`src/rtl/ift_pkg.sv`:
```
// Shared definitions for the information-flow-tracking mux pipeline.
// Holds the default tag width, the tag type, the select-tag rule constants,
// the skid-buffer occupancy encoding and a select-width helper.
package ift_pkg;

    localparam int unsigned TAG_W_DEF = 32;

    typedef logic [TAG_W_DEF-1:0] tag_t;

    // Select-tag propagation rules
    localparam int unsigned PRECISE_CONSERVATIVE = 0;
    localparam int unsigned PRECISE_EXACT        = 1;

    // Skid buffer occupancy
    typedef enum logic [1:0] {
        OCC_EMPTY = 2'd0,
        OCC_ONE   = 2'd1,
        OCC_FULL  = 2'd2
    } occ_t;

    // Select port width: at least one bit even for degenerate channel counts
    function automatic int unsigned sel_width(input int unsigned n);
        return (n > 1) ? $clog2(n) : 1;
    endfunction

endpackage

```
`src/rtl/ift_skid_buf.sv`:
```
// Two-entry in-order skid buffer with valid/ready on both sides.
// Ports:
//   clk, rst_n            clock, async active-low reset
//   in_valid/in_ready     upstream handshake; in_ready decoded from registered occupancy
//   in_data [WIDTH]       upstream payload
//   out_valid/out_ready   downstream handshake
//   out_data [WIDTH]      oldest buffered payload, held while stalled
module ift_skid_buf
    import ift_pkg::*;
#(
    parameter int unsigned WIDTH = 33
) (
    input  logic             clk,
    input  logic             rst_n,
    input  logic             in_valid,
    output logic             in_ready,
    input  logic [WIDTH-1:0] in_data,
    output logic             out_valid,
    input  logic             out_ready,
    output logic [WIDTH-1:0] out_data
);

    occ_t             occ_q, occ_d;
    logic [WIDTH-1:0] head_q, head_d;
    logic [WIDTH-1:0] tail_q, tail_d;
    logic             in_ready_q, in_ready_d;
    logic             out_valid_q, out_valid_d;
    logic             push, pop;

    assign push = in_valid && in_ready_q;
    assign pop  = out_valid_q && out_ready;

    // Next occupancy and entry contents; head is always the oldest beat
    always_comb begin
        occ_d  = occ_q;
        head_d = head_q;
        tail_d = tail_q;
        unique case (occ_q)
            OCC_EMPTY: begin
                if (push) begin
                    head_d = in_data;
                    occ_d  = OCC_ONE;
                end
            end
            OCC_ONE: begin
                if (push && pop) begin
                    head_d = in_data;
                end else if (push) begin
                    tail_d = in_data;
                    occ_d  = OCC_FULL;
                end else if (pop) begin
                    occ_d  = OCC_EMPTY;
                end
            end
            OCC_FULL: begin
                // in_ready is low here, so only a pop can happen
                if (pop) begin
                    head_d = tail_q;
                    occ_d  = OCC_ONE;
                end
            end
            default: occ_d = OCC_EMPTY;
        endcase
        in_ready_d  = (occ_d != OCC_FULL);
        out_valid_d = (occ_d != OCC_EMPTY);
    end

    // State and handshake flags
    always_ff @(posedge clk or negedge rst_n) begin
        if (!rst_n) begin
            occ_q       <= OCC_EMPTY;
            head_q      <= '0;
            tail_q      <= '0;
            in_ready_q  <= 1'b1;
            out_valid_q <= 1'b0;
        end else begin
            occ_q       <= occ_d;
            head_q      <= head_d;
            tail_q      <= tail_d;
            in_ready_q  <= in_ready_d;
            out_valid_q <= out_valid_d;
        end
    end

    assign in_ready  = in_ready_q;
    assign out_valid = out_valid_q;
    assign out_data  = head_q;

endmodule

```
`src/rtl/ift_mux_pipe.sv`:
```
// Taint-tracking N-way mux with a registered two-entry output stage.
// Each accepted beat carries the selected channel and a tag combining the
// channel tag with the select tag; tainted output transfers are counted.
// Ports:
//   clk, rst_n                 clock, async active-low reset
//   in_valid/in_ready          input handshake
//   in_data [N_IN*DATA_W]      packed data channels, channel k at [k*DATA_W +: DATA_W]
//   in_tag  [N_IN*TAG_W]       packed channel tags, tag k at [k*TAG_W +: TAG_W]
//   sel [SEL_W], sel_tag       channel select and its taint tag
//   out_valid/out_ready        output handshake
//   out_data, out_tag          selected data and propagated tag
//   taint_cnt, taint_sticky    saturating tainted-transfer count and sticky flag
//   clr                        synchronous clear of the taint counters
module ift_mux_pipe
    import ift_pkg::*;
#(
    parameter  int unsigned N_IN    = 2,
    parameter  int unsigned DATA_W  = 1,
    parameter  int unsigned TAG_W   = TAG_W_DEF,
    parameter  int unsigned PRECISE = PRECISE_EXACT,
    parameter  int unsigned CNT_W   = 16,
    localparam int unsigned SEL_W   = sel_width(N_IN)
) (
    input  logic                   clk,
    input  logic                   rst_n,
    input  logic                   in_valid,
    output logic                   in_ready,
    input  logic [N_IN*DATA_W-1:0] in_data,
    input  logic [N_IN*TAG_W-1:0]  in_tag,
    input  logic [SEL_W-1:0]       sel,
    input  logic [TAG_W-1:0]       sel_tag,
    output logic                   out_valid,
    input  logic                   out_ready,
    output logic [DATA_W-1:0]      out_data,
    output logic [TAG_W-1:0]       out_tag,
    output logic [CNT_W-1:0]       taint_cnt,
    output logic                   taint_sticky,
    input  logic                   clr
);

    localparam int unsigned BEAT_W = DATA_W + TAG_W;

    logic [DATA_W-1:0] mux_data;
    logic [TAG_W-1:0]  base_tag;
    logic [TAG_W-1:0]  beat_tag;
    logic              sel_hit;
    logic              all_eq;
    logic [BEAT_W-1:0] buf_out;

    // Channel mux, equality detect and select-tag rule
    always_comb begin
        mux_data = '0;
        base_tag = '0;
        sel_hit  = 1'b0;
        all_eq   = 1'b1;
        for (int unsigned k = 0; k < N_IN; k++) begin
            if (32'(sel) == k) begin
                mux_data = in_data[k*DATA_W +: DATA_W];
                base_tag = in_tag[k*TAG_W +: TAG_W];
                sel_hit  = 1'b1;
            end
            if (in_data[k*DATA_W +: DATA_W] != in_data[0 +: DATA_W]) begin
                all_eq = 1'b0;
            end
        end
        // Out-of-range select yields zero data; only the select tag explains it
        if (!sel_hit) begin
            beat_tag = sel_tag;
        end else if (PRECISE == PRECISE_CONSERVATIVE || !all_eq) begin
            beat_tag = base_tag | sel_tag;
        end else begin
            // All channels equal: the select cannot influence the data
            beat_tag = base_tag;
        end
    end

    ift_skid_buf #(
        .WIDTH (BEAT_W)
    ) u_skid (
        .clk       (clk),
        .rst_n     (rst_n),
        .in_valid  (in_valid),
        .in_ready  (in_ready),
        .in_data   ({mux_data, beat_tag}),
        .out_valid (out_valid),
        .out_ready (out_ready),
        .out_data  (buf_out)
    );

    assign out_data = buf_out[BEAT_W-1:TAG_W];
    assign out_tag  = buf_out[TAG_W-1:0];

    logic             tainted_xfer;
    logic [CNT_W-1:0] cnt_d;
    logic             sticky_d;

    assign tainted_xfer = out_valid && out_ready && (out_tag != '0);

    // Taint counter next state; a coincident clear still records the current transfer
    always_comb begin
        cnt_d    = taint_cnt;
        sticky_d = taint_sticky;
        if (clr) begin
            cnt_d    = tainted_xfer ? CNT_W'(1) : '0;
            sticky_d = tainted_xfer;
        end else if (tainted_xfer) begin
            sticky_d = 1'b1;
            if (taint_cnt != {CNT_W{1'b1}}) begin
                cnt_d = taint_cnt + CNT_W'(1);
            end
        end
    end

    always_ff @(posedge clk or negedge rst_n) begin
        if (!rst_n) begin
            taint_cnt    <= '0;
            taint_sticky <= 1'b0;
        end else begin
            taint_cnt    <= cnt_d;
            taint_sticky <= sticky_d;
        end
    end

endmodule
```
`config.mk`:
```
export PLATFORM = sky130hd
export DESIGN_NAME = ift_mux_pipe
export DESIGN_NICKNAME = d
export VERILOG_FILES = /design/src/rtl/ift_pkg.sv /design/src/rtl/ift_skid_buf.sv /design/src/rtl/ift_mux_pipe.sv
export SDC_FILE = /design/constraint.sdc
export NUM_CORES = 1
export LEC_CHECK = 0
export BUFFER_PORTS_ARGS = -buffer_cell sky130_fd_sc_hd__buf_2
export CORE_MARGIN = 3
export CORE_UTILIZATION = 45
export DETAILED_ROUTE_END_ITERATION = 10
export PLACE_DENSITY = 0.72
export SYNTH_ARGS = -nofsm -noshare
export SYNTH_HDL_FRONTEND = slang
export SYNTH_HIERARCHICAL = 1
export SYNTH_SLANG_ARGS = --single-unit
```
`constraint.sdc`:
```
create_clock -name clk -period 2.3 [get_ports clk]
set_clock_uncertainty 0.1 [all_clocks]
set_input_delay 0.115 -clock clk [delete_from_list [all_inputs] [get_ports clk]]
set_output_delay 0.115 -clock clk [all_outputs]
set_load 0.02 [all_outputs]
```
==> Word-level counts from Yosys, hierarchy flattened <==
Index checks and enable logic that the tools add are counted.
{ "word_totals": {"reg_bits": 87, "latchBits": 0, "ramBits": 0, "mem_bits_ro": 0, "in_bits": 104, "out_inout_bits": 52, "memories": 0} }
{ "op_classes": {"add_sub_neg": 1, "mul": 0, "n_div": 0, "n_lt_le_gt_ge": 0, "n_eq_ne": 8, "shift": 0, "mux": 19, "bitwise_logic": 2, "n_reduce_logical": 13} }
{ "op_table": {"columns": ["operator", "n"], "rows": [
  ["$mux 33", 3],
  ["$pmux 33 s3", 1],
  ["$mux 32", 2],
  ["$mux 16", 3],
  ["$or 32x32->32", 1],
  ["$reduce_bool 32->1", 1],
  ["$add 16x1->16 const B", 1],
  ["$ne 16x16->1 const B", 1],
  ["$mux 2", 5],
  ["$ne 2x1->1 const B", 3],
  ["$pmux 2 s3", 1],
  ["$reduce_bool 2->1", 3],
  ["$logic_and 1x1->1", 4],
  ["$mux 1", 4],
  ["$reduce_and 4->1", 1],
  ["$reduce_and 3->1", 1],
  ["$reduce_bool 3->1", 1],
  ["$eq 2x1->1 const B", 1],
  ["$eq 2x2->1 const B", 1],
  ["$logic_not 2->1", 1],
  ["$ne 2x2->1 const B", 1],
  ["$reduce_and 2->1", 1],
  ["$ne 1x1->1", 1],
  ["$not 1->1", 1]
]} }

==> Longest topological paths before layout <==
Gate-level depths: netlist of the first run.
{ "depth": {"depth_word": 6, "mapped_depth": 6} }

==> Hierarchy <==
Netlist of the first run, hierarchy kept.
{ "modules_own_cells": {"columns": ["mod", "instances", "cells_each", "area_each_um2", "seq_area_each_um2"], "rows": [
  ["ift_skid_buf", 1, 196, 3253.1, 1752.9],
  ["ift_mux_pipe", 1, 190, 1586.5, 425.4]
]} }

==> Worst setup path after synthesis of the first run <==
No wires, ideal clock.
{ "synth_path": {"kind": "register to register", "startpoint": "register u_skid.out_valid_q (netlist: u_skid/out_valid)", "endpoint": "register taint_cnt[15]", "setup_time_ns": 0.078, "t_arrival_ns": 1.927, "required_ns": 2.122, "setup_slack_ns": 0.195, "path_stages_with_launch": 6, "n_path_buf": 0, "period_less_slack_ns": 2.105, "path_cell_list": "dfrtp_1 > nand2_1 > or4_1 > a221o_1 > or3_1 > a21oi_1"} }
{ "synth_between": {"elab_chain_len": 4} }
{ "synth_rtl": {"columns": ["item", "line", "source"], "rows": [
  ["start, declared", "ift_skid_buf.sv:27", "logic out_valid_q, out_valid_d;"],
  ["start signal, assigned", "ift_skid_buf.sv:81", "out_valid_q <= out_valid_d;"],
  ["$logic_and 1x1->1 (2 in a row)", "ift_mux_pipe.sv:97", "assign tainted_xfer = out_valid && out_ready && (out_tag != '0);"],
  ["$reduce_bool 2->1 (no line)", null, null],
  ["$reduce_and 2->1 (no line)", null, null],
  ["end signal, assigned", "ift_mux_pipe.sv:119", "taint_cnt <= cnt_d;"],
  ["end, declared", "ift_mux_pipe.sv:36", "output logic [CNT_W-1:0] taint_cnt,"]
]} }
Every way passes these cells.
A chain may end at the register's enable or synchronous reset.

==> Final worst setup path of the first run <==
{ "layout_path": {"startpoint": "register taint_cnt[3]", "endpoint": "register taint_cnt[11]"} }
{ "layout_between": {"elab_chain_len": 4, "elab_cells_between_ends": 7, "cone_classes": "add/sub (1); eq/ne (1); mux (3); reduce/logical (2)"} }
{ "layout_rtl": {"columns": ["item", "line", "source"], "rows": [
  ["$add 16x1->16", "ift_mux_pipe.sv:109", "cnt_d = taint_cnt + CNT_W'(1);"],
  ["$mux 16", "ift_mux_pipe.sv:108", "if (taint_cnt != {CNT_W{1'b1}}) begin"],
  ["$mux 16", "ift_mux_pipe.sv:106", "end else if (tainted_xfer) begin"],
  ["$mux 16", "ift_mux_pipe.sv:103", "if (clr) begin"]
]} }
Parallel ways exist; a longest one is shown, timed or not. The select of a mux whose other input is x is not followed.

==> results by group, run 1 <==
Status
  – Outcome: complete, no violations

Timing
  – Setup violations, final: 0
  – Setup TNS: 0 ns
  – Final Max Tran Viols: 0
  – Max-slew headroom: 0.372
  – Worst-Margin Slew: 0.940 ns
  – RSZ-0062 raised after global routing: false
  – Fin crit period: 2.19 ns
  – Tcrit/Tclk final: 0.951
  – Hold Violations, Final: 0
  – F_max: 457 MHz

Placed design
  – Placed Area: 5740 sq um
  – Detail Placement HPWL: 8680 um
  – Gpl congestion: 0.849
  – IO Port Bufs: 155

Global routing
  – Initial antenna violation count: 1
  – Grt ovf: 0
  – Global-route wire length before repair: 18,300 um
  – Pin count of the biggest net entering global routing: 66
  – Tot GR Track Use: 0.196
  – Number of global-route vias before repair: 3,727

Logic synthesis
  – Seq/Total Area, Yosys: 0.450
  – Yosys cell types: 39
  – Synth Cell Area: 4840 sq um
  – Syn Area/Cell: 12.5 sq um
  – YS warnings: 6
  – Synthesized Nets: 491
  – Post-Synthesis Cells: 386
  – Seq cells post-synth: 87

Drt
  – DRT iter0 DRCs: 144
  – WL/cell: 17.1 um
  – DRC: 0
  – Vias: 3,745
  – ANT nets after route: 0
  – Routed wire length: 11,700 um
  – Post-DR vias/cell: 5.49
  – First-pass detailed-route iteration total: 4

Die
  – Placement Rows: 37
  – CORE AREA: 10,400 sq um
  – I/O pin count: 156
  – Die width: 110 um
  – Die height: 110 um
  – Overall die area: 12,000 sq um
  – Starting Density: 0.467

Clock network
  – Clk slew on worst S/H paths: 0.09 ns
  – Setup Fix Bufs, Post-CTS: 0
  – H-tree levels: 3
  – CTS sink cnt: 87
  – Clock Latency Late Sink: 0.35 ns
  – Root Buffer: clkbuf_8
  – CTS buffer count: 9
  – Clock Tree Buf Depth: 2
  – CTS tree: built

Worst setup path
  – CP arrival: 2.36 ns
  – Critical path required time: 2.47 ns
  – Crit. Startpoint: taint_cnt[3]$_DFFE_PN0P_
  – Delay-heaviest family, CP: simple AND/OR/NAND/NOR gates
  – Worst path depth: 5
  – Critical path type: reg -> reg
  – Crit path max-delay cell type: or4_1
  – Worst Path Buf+Inv: 0
  – Worst r2r src: taint_cnt[3]$_DFFE_PN0P_
  – Critical Path Start Type: flop
  – Crit path largest cell delay: 0.56 ns
  – Critical Path, Cell by Cell: nand3_1 > or4_1 > a221o_1 > or3_1 > a21oi_1
  – Crit path max fanout: 9
  – Reg2Reg Depth: 5
  – Critical path capture point type: flop

Power and ir drop
  – Pwr per Cell Area: 1100 nW/um^2
  – Leakage: 2.67 nW
  – Maximum vdd drop: 0.448 mV

Layout
  – Share of cells above drive strength 1: 0.537
  – Antenna cells: 0
  – Finished Cell Area: 5960 sq um
  – Most common cell after layout, fill and taps aside: buf_2
  – Most frequent cells in the layout: buf_2, dfrtp_1, mux2_2, nor2b_1, a221o_1
  – Layout Area Growth over Synthesis: 23.1%
  – Net count, final: 647

Run
  – Max-cap violations: 0

Hold path
  – Worst hold path class: in -> reg
  – Hold Crit Start: sel_tag[22]
  – Hold Crit Depth: 3
synth_stat cells, drive strengths merged:
cell,count,area (sq um)
mux2,103,1270
o21ai,7,35.0
a21o,2,15.0
clkbuf,13,68.8
nand3,9,45.0
nor3,2,15.0
dfstp,1,26.3
nand2,11,43.8
a31oi,1,6.26
nor2,7,26.3
nor4,10,62.6
and2,1,6.26
a21oi,16,80.1
and3b,1,10.0
dfrtp,86,2150
and4,5,43.8
nor2b,36,233
xor2,2,17.5
o32ai,1,27.5
nand2b,1,6.26
inv,2,7.51
o31ai,6,45.0
a21boi,1,18.8
nand4,3,18.8
and3,1,6.26
ha,1,12.5
or3,4,25.0
o22ai,1,6.26
or4,7,52.6
buf,11,114
a221o,34,340
cell families (layout without fill, tap and decap cells):
kind of cell	count (synthesis)	count (layout)	share of synthesized area
xor gates and xnor gates	2	2	0.00362
muxes	103	103	0.263
adders and majority gates	1	1	0.00258
and+or+nand+nor	98	98	0.123
DFF	87	87	0.450
AOI/OAI and AO/OA	69	69	0.119
buffers and inverters	26	186	0.0393
flip-flops by register name, summed over array words and instances (netlist names):
name,count
u_skid/out_valid,1
u_skid/occ_q,2
u_skid/tail_q,33
taint_sticky,1
u_skid/in_ready,1
taint_cnt,16
u_skid/out_data,33
area by class of cell:
class                   count  area [sq um]
repair buffers            169           913
clock inverters             3          42.5
well taps                 136           170
flip-flops and latches     87          2180
inverters                   2          7.51
fillers                   917          4410
multi-input cells         273          2490
clock buffers              12           155
worst register-to-register path: stages (launching register included):
cell and delay, ns:
dfrtp_1 0.43, nand3_1 0.14, or4_1 0.56, a221o_1 0.39
or3_1 0.35, a21oi_1 0.14
final timing paths:
kind	slack (ns)	endpoint
worst max register to register	0.11	taint_cnt[11]$_DFFE_PN0P_
min in group asynchronous	0.20	taint_cnt[8]$_DFFE_PN0P_
worst max-delay path	0.11	taint_cnt[11]$_DFFE_PN0P_
max in group asynchronous	1.21	u_skid/in_ready$_DFF_PN1_
worst min-delay path	0.05	u_skid/tail_q[22]$_DFFE_PN0P_
worst min register to register	0.40	u_skid/tail_q[14]$_DFFE_PN0P_
through the flow:
step,power (mW),utilization,std cells,hold WS [ns],setup slack [ns]
after floorplan,4.70,-,386,-0.281,0.195
after global placement,5.40,0.553,665,0.0444,0.234
after detailed placement,5.52,0.553,665,0.0539,0.142
after CTS,6.60,0.574,682,0.0359,0.119
after global routing,6.91,0.575,682,0.0465,0.0101
final,6.54,0.575,682,0.0475,0.112
what timing repair did:
item | in CTS | in global routing
hold buffers | 2 | 0
setup endpoints to repair | 0 | 4
gates resized for setup | 0 | 1
endpoints found under the hold margin | 44 | 0
per-layer routing:
metal  GRT usage  share of wire  routed length, um  vias to the layer above
li1            -              -                  -                     1781
met1       0.240           0.43               5000                     1853
met4      0.0436          0.012                137                        2
met3      0.0435          0.048                559                       13
met5           0         0.0011                 13                        -
met2       0.351           0.51               5950                       96
report_power, final:
part | internal, mW | total [mW] | leakage (nW) | switching (mW)
sequential | 2.18 | 2.64 | 1.03 | 0.452
combinational | 1.50 | 2.83 | 1.54 | 1.33
clock | 0.555 | 1.07 | 0.0985 | 0.520
total | 4.24 | 6.54 | 2.67 | 2.30
(Power assumes the default switching activity.)
==> run 2, diff against run 1 <==
Settings changed: CAP_MARGIN from default to 20, PLACE_DENSITY 0.72 to 0.71, SYNTH_HIERARCHICAL 1 to default.
==> run 2 against run 1 <==
First-iteration DRC count is 15% higher; critical endpoint unchanged; area after synthesis is 8.8% lower; via count is 13% higher; count of clock-buffer cells in the layout stayed put; routed wire length is 1.4% higher; sequential cell count stayed put; synthesized cell count is 29% higher; final cell count is 18% higher.
==> results by group, run 2 <==
Worst setup path
  – Worst r2r src: u_skid.out_data[1]$_DFFE_PN0P_
  – Crit Reg-Reg Endpoint: taint_cnt[11]$_DFFE_PN0P_
  – Register-to-Register Setup Slack: 0.19 ns (+0.08 ns)
  – CP arrival: 2.24 ns (-0.12 ns)
  – Critical path required time: 2.42 ns (-0.05 ns)
  – Crit path max fanout: 11 (+2)
  – Critical Path Start Type: flop
  – Reg2Reg Depth: 6 (+1)
  – Critical path capture point type: flop
  – Critical path type: reg -> reg

Timing
  – F_max: 474 MHz (+3.7%)
  – Setup TNS: 0 ns (unchanged)
  – Max-slew headroom: 0.649 (+0.277)
  – Hold Violations, Final: 0 (unchanged)
  – Setup violations, final: 0 (unchanged)
  – Tcrit/Tclk final: 0.918 (-0.0337)
  – RSZ-0062 raised after global routing: false
  – Worst-Margin Slew: 0.526 ns (-0.414 ns)
  – Final WS setup: 0.189 ns (+0.0774 ns)
  – Fin crit period: 2.11 ns (-0.0774 ns)
  – Final Max Tran Viols: 0 (unchanged)

Logic synthesis
  – Most numerous cell in the Yosys netlist: nand2_1
  – Post-Synthesis Cells: 497 (+29%)
  – Syn Area/Cell: 8.88 sq um (-29%)
  – Main synth FF type: dfrtp_1
  – Yosys cell types: 43 (+10%)
  – Post-synthesis xor/xnor area fraction: 0.0218 (+0.0182)
  – Synth Cell Area: 4410 sq um (-8.8%)
  – Commonest cells post-synth: nand2_1, dfrtp_1, o21ai_0
  – Post-synth top area cell: dfrtp_1
  – Largest family of logic cells by synthesized area: compound AO/OA/AOI/OAI gates
  – Synthesized Nets: 602 (+23%)
  – Fraction of the mapped netlist area in adder cells: 0.00284 (+0.000250)
  – Async SR Flop Fraction: 1.00 (unchanged)
  – YS warnings: 0 (-6)
  – Yosys top cell area share: 0.488 (+0.0430)
  – Seq cells post-synth: 87 (unchanged)
  – Post-synth EDFFs: 0 (unchanged)
  – Seq/Total Area, Yosys: 0.494 (+0.0435)
  – Synth area leaders: dfrtp_1, nand2_1, o21ai_0, a221oi_1, nor2b_1
  – Synth Area in Simple Gates: 0.209 (+0.0862)
  – Compound-cell area share of the yosys netlist: 0.223 (+0.104)
  – Mux cell area share after synthesis: 0.00907 (-0.254)

Placed design
  – IO Port Bufs: 155 (unchanged)
  – Placed Instances: 756 (+14%)
  – Gpl congestion: 0.841 (-1.0%)
  – Detail Placement HPWL: 8430 um (-2.9%)
  – Pre-CTS setup slack: 0.170 ns (+0.0279 ns)

Hold path
  – Hold Path End: u_skid.tail_q[0]$_DFFE_PN0P_
  – Hold Crit Start: sel_tag[0]
  – Worst hold path class: in -> reg
  – Hold Crit Depth: 3 (unchanged)

Status
  – Outcome: complete, no violations

Clock network
  – Clock Tree Buf Depth: 2 (unchanged)
  – CTS tree: built
  – Root Buffer: clkbuf_8
  – CTS sink cnt: 87 (unchanged)
  – H-tree levels: 3 (unchanged)
  – CTS buffer count: 9 (unchanged)
  – Setup Fix Bufs, Post-CTS: 0 (unchanged)
  – Clk slew on worst S/H paths: 0.09 ns (about the same)
  – Cts repair resizes: 0 (unchanged)
  – Clock Latency Late Sink: 0.34 ns (about the same)

Global routing
  – Number of global-route vias before repair: 4,073 (+9.3%)
  – Initial antenna violation count: 0 (-1)
  – Pin count of the biggest net entering global routing: 67 (+1.5%)
  – Global-route wire length before repair: 19,800 um (+8.3%)
  – Tot GR Track Use: 0.219 (+0.0236)
  – Grt ovf: 0 (unchanged)

Drt
  – Post-DR vias/cell: 5.25 (-4.4%)
  – First-pass detailed-route iteration total: 4 (unchanged)
  – DRT iter0 DRCs: 166 (+15%)
  – ANT nets after route: 0 (unchanged)
  – DRC: 0 (unchanged)
  – WL/cell: 14.7 um (-14%)
  – Routed wire length: 11,800 um (+1.4%)
  – Vias: 4,217 (+13%)

Die
  – CORE AREA: 9370 sq um (-9.6%)
  – Starting Density: 0.471 (+0.00420)
  – Die height: 105 um (-4.3%)
  – I/O pin count: 156 (unchanged)
  – Overall die area: 11,000 sq um (-8.3%)
  – Die width: 105 um (-4.3%)
  – Placement Rows: 35 (-5.4%)

Layout
  – Antenna cells: 0 (unchanged)
  – Fillers: 821 (-10%)
  – Share of cells above drive strength 1: 0.282 (-0.255)
  – Final core occ: 0.629 (+0.0547)
  – Layout Area Growth over Synthesis: 33.6%
  – Net count, final: 774 (+20%)
  – Most common cell after layout, fill and taps aside: buf_2
  – Non-Filler Instances: 803 (+18%)
  – Most frequent cells in the layout: buf_2, nand2_1, dfrtp_1, o21ai_0, nor2b_1

Run
  – Max-cap violations: 0 (unchanged)

Power and ir drop
  – Maximum vdd drop: 0.453 mV (+0.99%)
  – Pwr per Cell Area: 1060 nW/um^2 (-3.5%)
  – Leakage: 2.85 nW (+6.8%)
  – Tot Pwr: 6.25 mW (-4.5%)
==> run 2: cell types whose count changed in the layout (fill, tap and decap cells not counted), moves of 29 or more <==
| cell | change |
|---|---|
| nand2_1 | +105 |
| o21ai_0 | +74 |
| mux2_2 | -73 |
| a221o_1 | -34 |
| o21ai_1 | +33 |
| a221oi_1 | +32 |
| mux2_4 | -30 |
| dlygate4sd3_1 | +29 |
==> run 2: what timing repair did <==
item / 4_1_cts / 5_1_grt
endpoints found under the setup margin: 0 / 0
hold endpoints to repair: 55 / 0
hold buffers: 31 / 0
==> run 2: layout make-up <==
| cell class | count | area [sq um] | area share |
|---|---|---|---|
| Timing Repair Buffer | 198 | 1230 | 0.208 |
| Multi-Input combinational cell | 370 | 2090 | 0.354 |
| Inverter | 3 | 11.3 | 0.00191 |
| Sequential cell | 87 | 2180 | 0.369 |
| Clock inverter | 4 | 95.1 | 0.0161 |
| Tap cell | 129 | 161 | 0.0274 |
| Clock buffer | 12 | 135 | 0.0229 |
==> run 2: worst max path at each step <==
stage / start / endpoint / slack, ns / cells after the start
2_1_floorplan: taint_cnt[1]$_DFFE_PN0P_ / taint_cnt[1]$_DFFE_PN0P_ / 0.33 / 6
3_3_place_gp: u_skid.out_data[1]$_DFFE_PN0P_ / taint_cnt[11]$_DFFE_PN0P_ / 0.22 / 6
3_5_place_dp: u_skid.out_data[1]$_DFFE_PN0P_ / taint_cnt[11]$_DFFE_PN0P_ / 0.17 / 6
4_1_cts: u_skid.out_data[1]$_DFFE_PN0P_ / taint_cnt[11]$_DFFE_PN0P_ / 0.16 / 6
5_1_grt: u_skid.out_data[1]$_DFFE_PN0P_ / taint_cnt[11]$_DFFE_PN0P_ / 0.07 / 6
6_report: u_skid.out_data[1]$_DFFE_PN0P_ / taint_cnt[11]$_DFFE_PN0P_ / 0.19 / 6
==> run 2: cells by family after synthesis <==
group | Yosys count
multiplexers | 4
XOR/XNOR | 11
flip-flops | 87
buffers and inverters | 40
AO/OA/AOI/OAI | 162
AND/OR/NAND/NOR | 192
adder cells (fa/ha/maj) | 1
==> run 2: critical path: stages, from the launching register on <==
cell     delay [ns]
dfrtp_1        0.40
nor4_1         0.48
nand4_1        0.16
buf_4          0.21
o21ai_4        0.21
mux2i_1        0.10
or3_1          0.35
==> run 2: power by group <==
| part | switching (mW) | leakage (nW) | internal (mW) | total (mW) |
|---|---|---|---|---|
| clock network | 0.528 | 0.115 | 0.723 | 1.25 |
| logic | 1.51 | 1.65 | 0.910 | 2.42 |
| registers | 0.411 | 1.09 | 2.16 | 2.57 |
==> run 2: routing by layer <==
metal  vias up  global-route usage  part of all wire  wire [um]
li1       2113                   -                 -          -
met1      1957               0.296              0.45       5300
met2       130               0.363              0.49       5740
met3        17              0.0383             0.051        608
met4         0              0.0637             0.015        181
met5         -                   0                 0          0
==> run 2: through the flow <==
step / hold slack [ns] / cell area [sq um]
2_1_floorplan: -0.281 / 4410
3_3_place_gp: 0.0280 / 5360
3_5_place_dp: 0.0333 / 5360
4_1_cts: 0.00148 / 5900
5_1_grt: 0.0303 / 5900
6_report: 0.00849 / 5900
==> run 3, diff against run 2 <==
Settings changed: CORE_MARGIN 3 to 4.
==> run 3 against run 2 <==
Global-route usage shrank 0.96 points; largest power group unchanged; sequential power is essentially flat; maximum frequency grew 4.6%; largest cell class unchanged; critical path type unchanged; die area grew 3.8%; worst hold slack lost 0.0063 ns.
==> results by group, run 3 (synthesized netlist as in run 2, its figures left out) <==
Power and ir drop
  – Pwr per Cell Area: 1040 nW/um^2 (-2.0%)
  – Maximum vdd drop: 0.485 mV (+7.2%)
  – Leakage: 2.83 nW (-0.83%)

Worst setup path
  – CP arrival: 2.14 ns (-0.10 ns)
  – Crit path max-delay cell type: or3_1
  – Crit path max fanout: 5 (-6)
  – Crit. Startpoint: taint_cnt[1]$_DFFE_PN0P_
  – Reg2Reg Depth: 6 (unchanged)
  – Register-to-Register Setup Slack: 0.28 ns (+0.09 ns)
  – Critical path type: reg -> reg
  – Critical Path Start Type: flop
  – Crit path largest cell delay: 0.45 ns (-0.03 ns)
  – Critical Path, Cell by Cell: ha_1 > nand2_1 > or3_1 > nor4b_2 > or4b_1 > nand3_1
  – Critical path capture point type: flop
  – CP Capture Point: taint_cnt[1]$_DFFE_PN0P_
  – Crit Reg-Reg Endpoint: taint_cnt[1]$_DFFE_PN0P_
  – Critical path required time: 2.42 ns (about the same)
  – Worst r2r src: taint_cnt[1]$_DFFE_PN0P_

Layout
  – Most common cell after layout, fill and taps aside: buf_2
  – Most frequent cells in the layout: buf_2, nand2_1, dfrtp_1, o21ai_0, nor2b_1
  – Antenna cells: 0 (unchanged)
  – Net count, final: 771 (-0.39%)
  – Area of the multi-input gates: 2090 sq um (unchanged)
  – Share of cells above drive strength 1: 0.285 (+0.00318)
  – FF+latch area: 2180 sq um (unchanged)
  – Layout Area Growth over Synthesis: 32.5%
  – Fillers: 855 (+4.1%)

Clock network
  – CTS sink cnt: 87 (unchanged)
  – Root Buffer: clkbuf_8
  – CTS buffer count: 9 (unchanged)
  – Clock Tree Buf Depth: 2 (unchanged)
  – CTS Hold Bufs: 28 (-9.7%)
  – H-tree levels: 3 (unchanged)
  – Setup Fix Bufs, Post-CTS: 0 (unchanged)
  – CTS tree: built
  – Cts repair resizes: 0 (unchanged)
  – Clock Latency Late Sink: 0.35 ns (about the same)
  – Clk slew on worst S/H paths: 0.09 ns (about the same)

Die
  – Die width: 107 um (+1.9%)
  – CORE AREA: 9370 sq um (unchanged)
  – Die height: 107 um (+1.9%)
  – I/O pin count: 156 (unchanged)
  – Starting Density: 0.471 (unchanged)
  – Placement Rows: 35 (unchanged)
  – Overall die area: 11,500 sq um (+3.8%)

Run
  – Max-cap violations: 0 (unchanged)

Global routing
  – Global-route wire length before repair: 19,500 um (-1.6%)
  – Grt ovf: 0 (unchanged)
  – Tot GR Track Use: 0.210 (-0.00957)
  – Number of global-route vias before repair: 4,111 (+0.93%)
  – Initial antenna violation count: 0 (unchanged)
  – Pin count of the biggest net entering global routing: 69 (+3.0%)

Drt
  – Post-DR vias/cell: 5.25 (about the same)
  – WL/cell: 14.8 um (+0.20%)
  – Routed wire length: 11,800 um (-0.30%)
  – DRT iter0 DRCs: 137 (-17%)
  – DRC: 0 (unchanged)
  – ANT nets after route: 0 (unchanged)
  – First-pass detailed-route iteration total: 4 (unchanged)
  – Vias: 4,193 (-0.57%)

Timing
  – Setup TNS: 0 ns (unchanged)
  – RSZ-0062 raised after global routing: false
  – Tcrit/Tclk final: 0.878 (-0.0403)
  – Fin crit period: 2.02 ns (-0.0927 ns)
  – Max-slew headroom: 0.672 (+0.0228)
  – Hold Violations, Final: 0 (unchanged)
  – WHS: 0.00216 ns (-0.00633 ns)
  – Worst-Margin Slew: 0.488 ns (-0.0380 ns)
  – Final Max Tran Viols: 0 (unchanged)
  – F_max: 495 MHz (+4.6%)
  – Setup violations, final: 0 (unchanged)

Hold path
  – Hold Crit Depth: 3 (unchanged)
  – Worst hold path class: in -> reg

Placed design
  – Detail Placement HPWL: 8430 um (about the same)
  – IO Port Bufs: 155 (unchanged)
  – Gpl congestion: 0.818 (-2.7%)

Status
  – Outcome: complete, no violations
run 3: cell types whose count changed in the layout (fill, tap and decap cells not counted):
cell | previous run | this run
buf_4 | 9 | 8
dlygate4sd3_1 | 31 | 28
clkbuf_1 | 3 | 1
buf_12 | 4 | 5
clkinvlp_4 | 0 | 1
clkbuf_8 | 9 | 11
bufinv_16 | 3 | 1
run 3: worst min-delay path by stage:
stage,slack (ns),endpoint,startpoint
4_1_cts,0.002,u_skid.tail_q[22]$_DFFE_PN0P_,sel_tag[22]
5_1_grt,0.02,u_skid.tail_q[8]$_DFFE_PN0P_,in_tag[40]
3_5_place_dp,-0.05,u_skid.out_data[18]$_DFFE_PN0P_,rst_n
6_report,0.002,u_skid.tail_q[14]$_DFFE_PN0P_,in_tag[46]
3_3_place_gp,-0.05,u_skid.out_data[20]$_DFFE_PN0P_,rst_n
2_1_floorplan,-0.28,taint_cnt[0]$_DFFE_PN0P_,rst_n
run 3: power breakdown:
group / switching [mW] / total, mW / internal (mW)
logic: 1.50 / 2.41 / 0.909
registers: 0.420 / 2.58 / 2.16
clock network: 0.526 / 1.08 / 0.555
run 3: critical path: cells and delay by family (launching register included):
family / cells / cell delay, ns
fa+ha+maj: 1 / 0.22
flops: 1 / 0.43
simple gates: 5 / 1.16
run 3: cell type report:
type | instances | area share
Clock inverter | 3 | 0.00728
Tap cell | 129 | 0.0276
Clock buffer | 12 | 0.0265
Inverter | 3 | 0.00193
Sequential cell | 87 | 0.373
Timing Repair Buffer | 195 | 0.207
Multi-Input combinational cell | 370 | 0.357
run 3: stage by stage:
stage	utilization	setup WS, ns	instances	instance area, sq um	total power, mW
final	0.624	0.282	799	5850	6.07
after global routing	0.624	0.0750	799	5850	6.53
after CTS	0.624	0.279	799	5850	6.12
after detailed placement	0.573	0.296	756	5370	4.99
after global placement	0.573	0.277	756	5370	4.91
after floorplan	-	0.335	497	4410	4.09
run 3: metal layers:
layer	global-route usage	share of wire	vias up
li1	-	-	2111
met1	0.272	0.44	1949
met2	0.349	0.49	114
met3	0.0415	0.050	19
met4	0.0740	0.018	0
met5	0	0	-
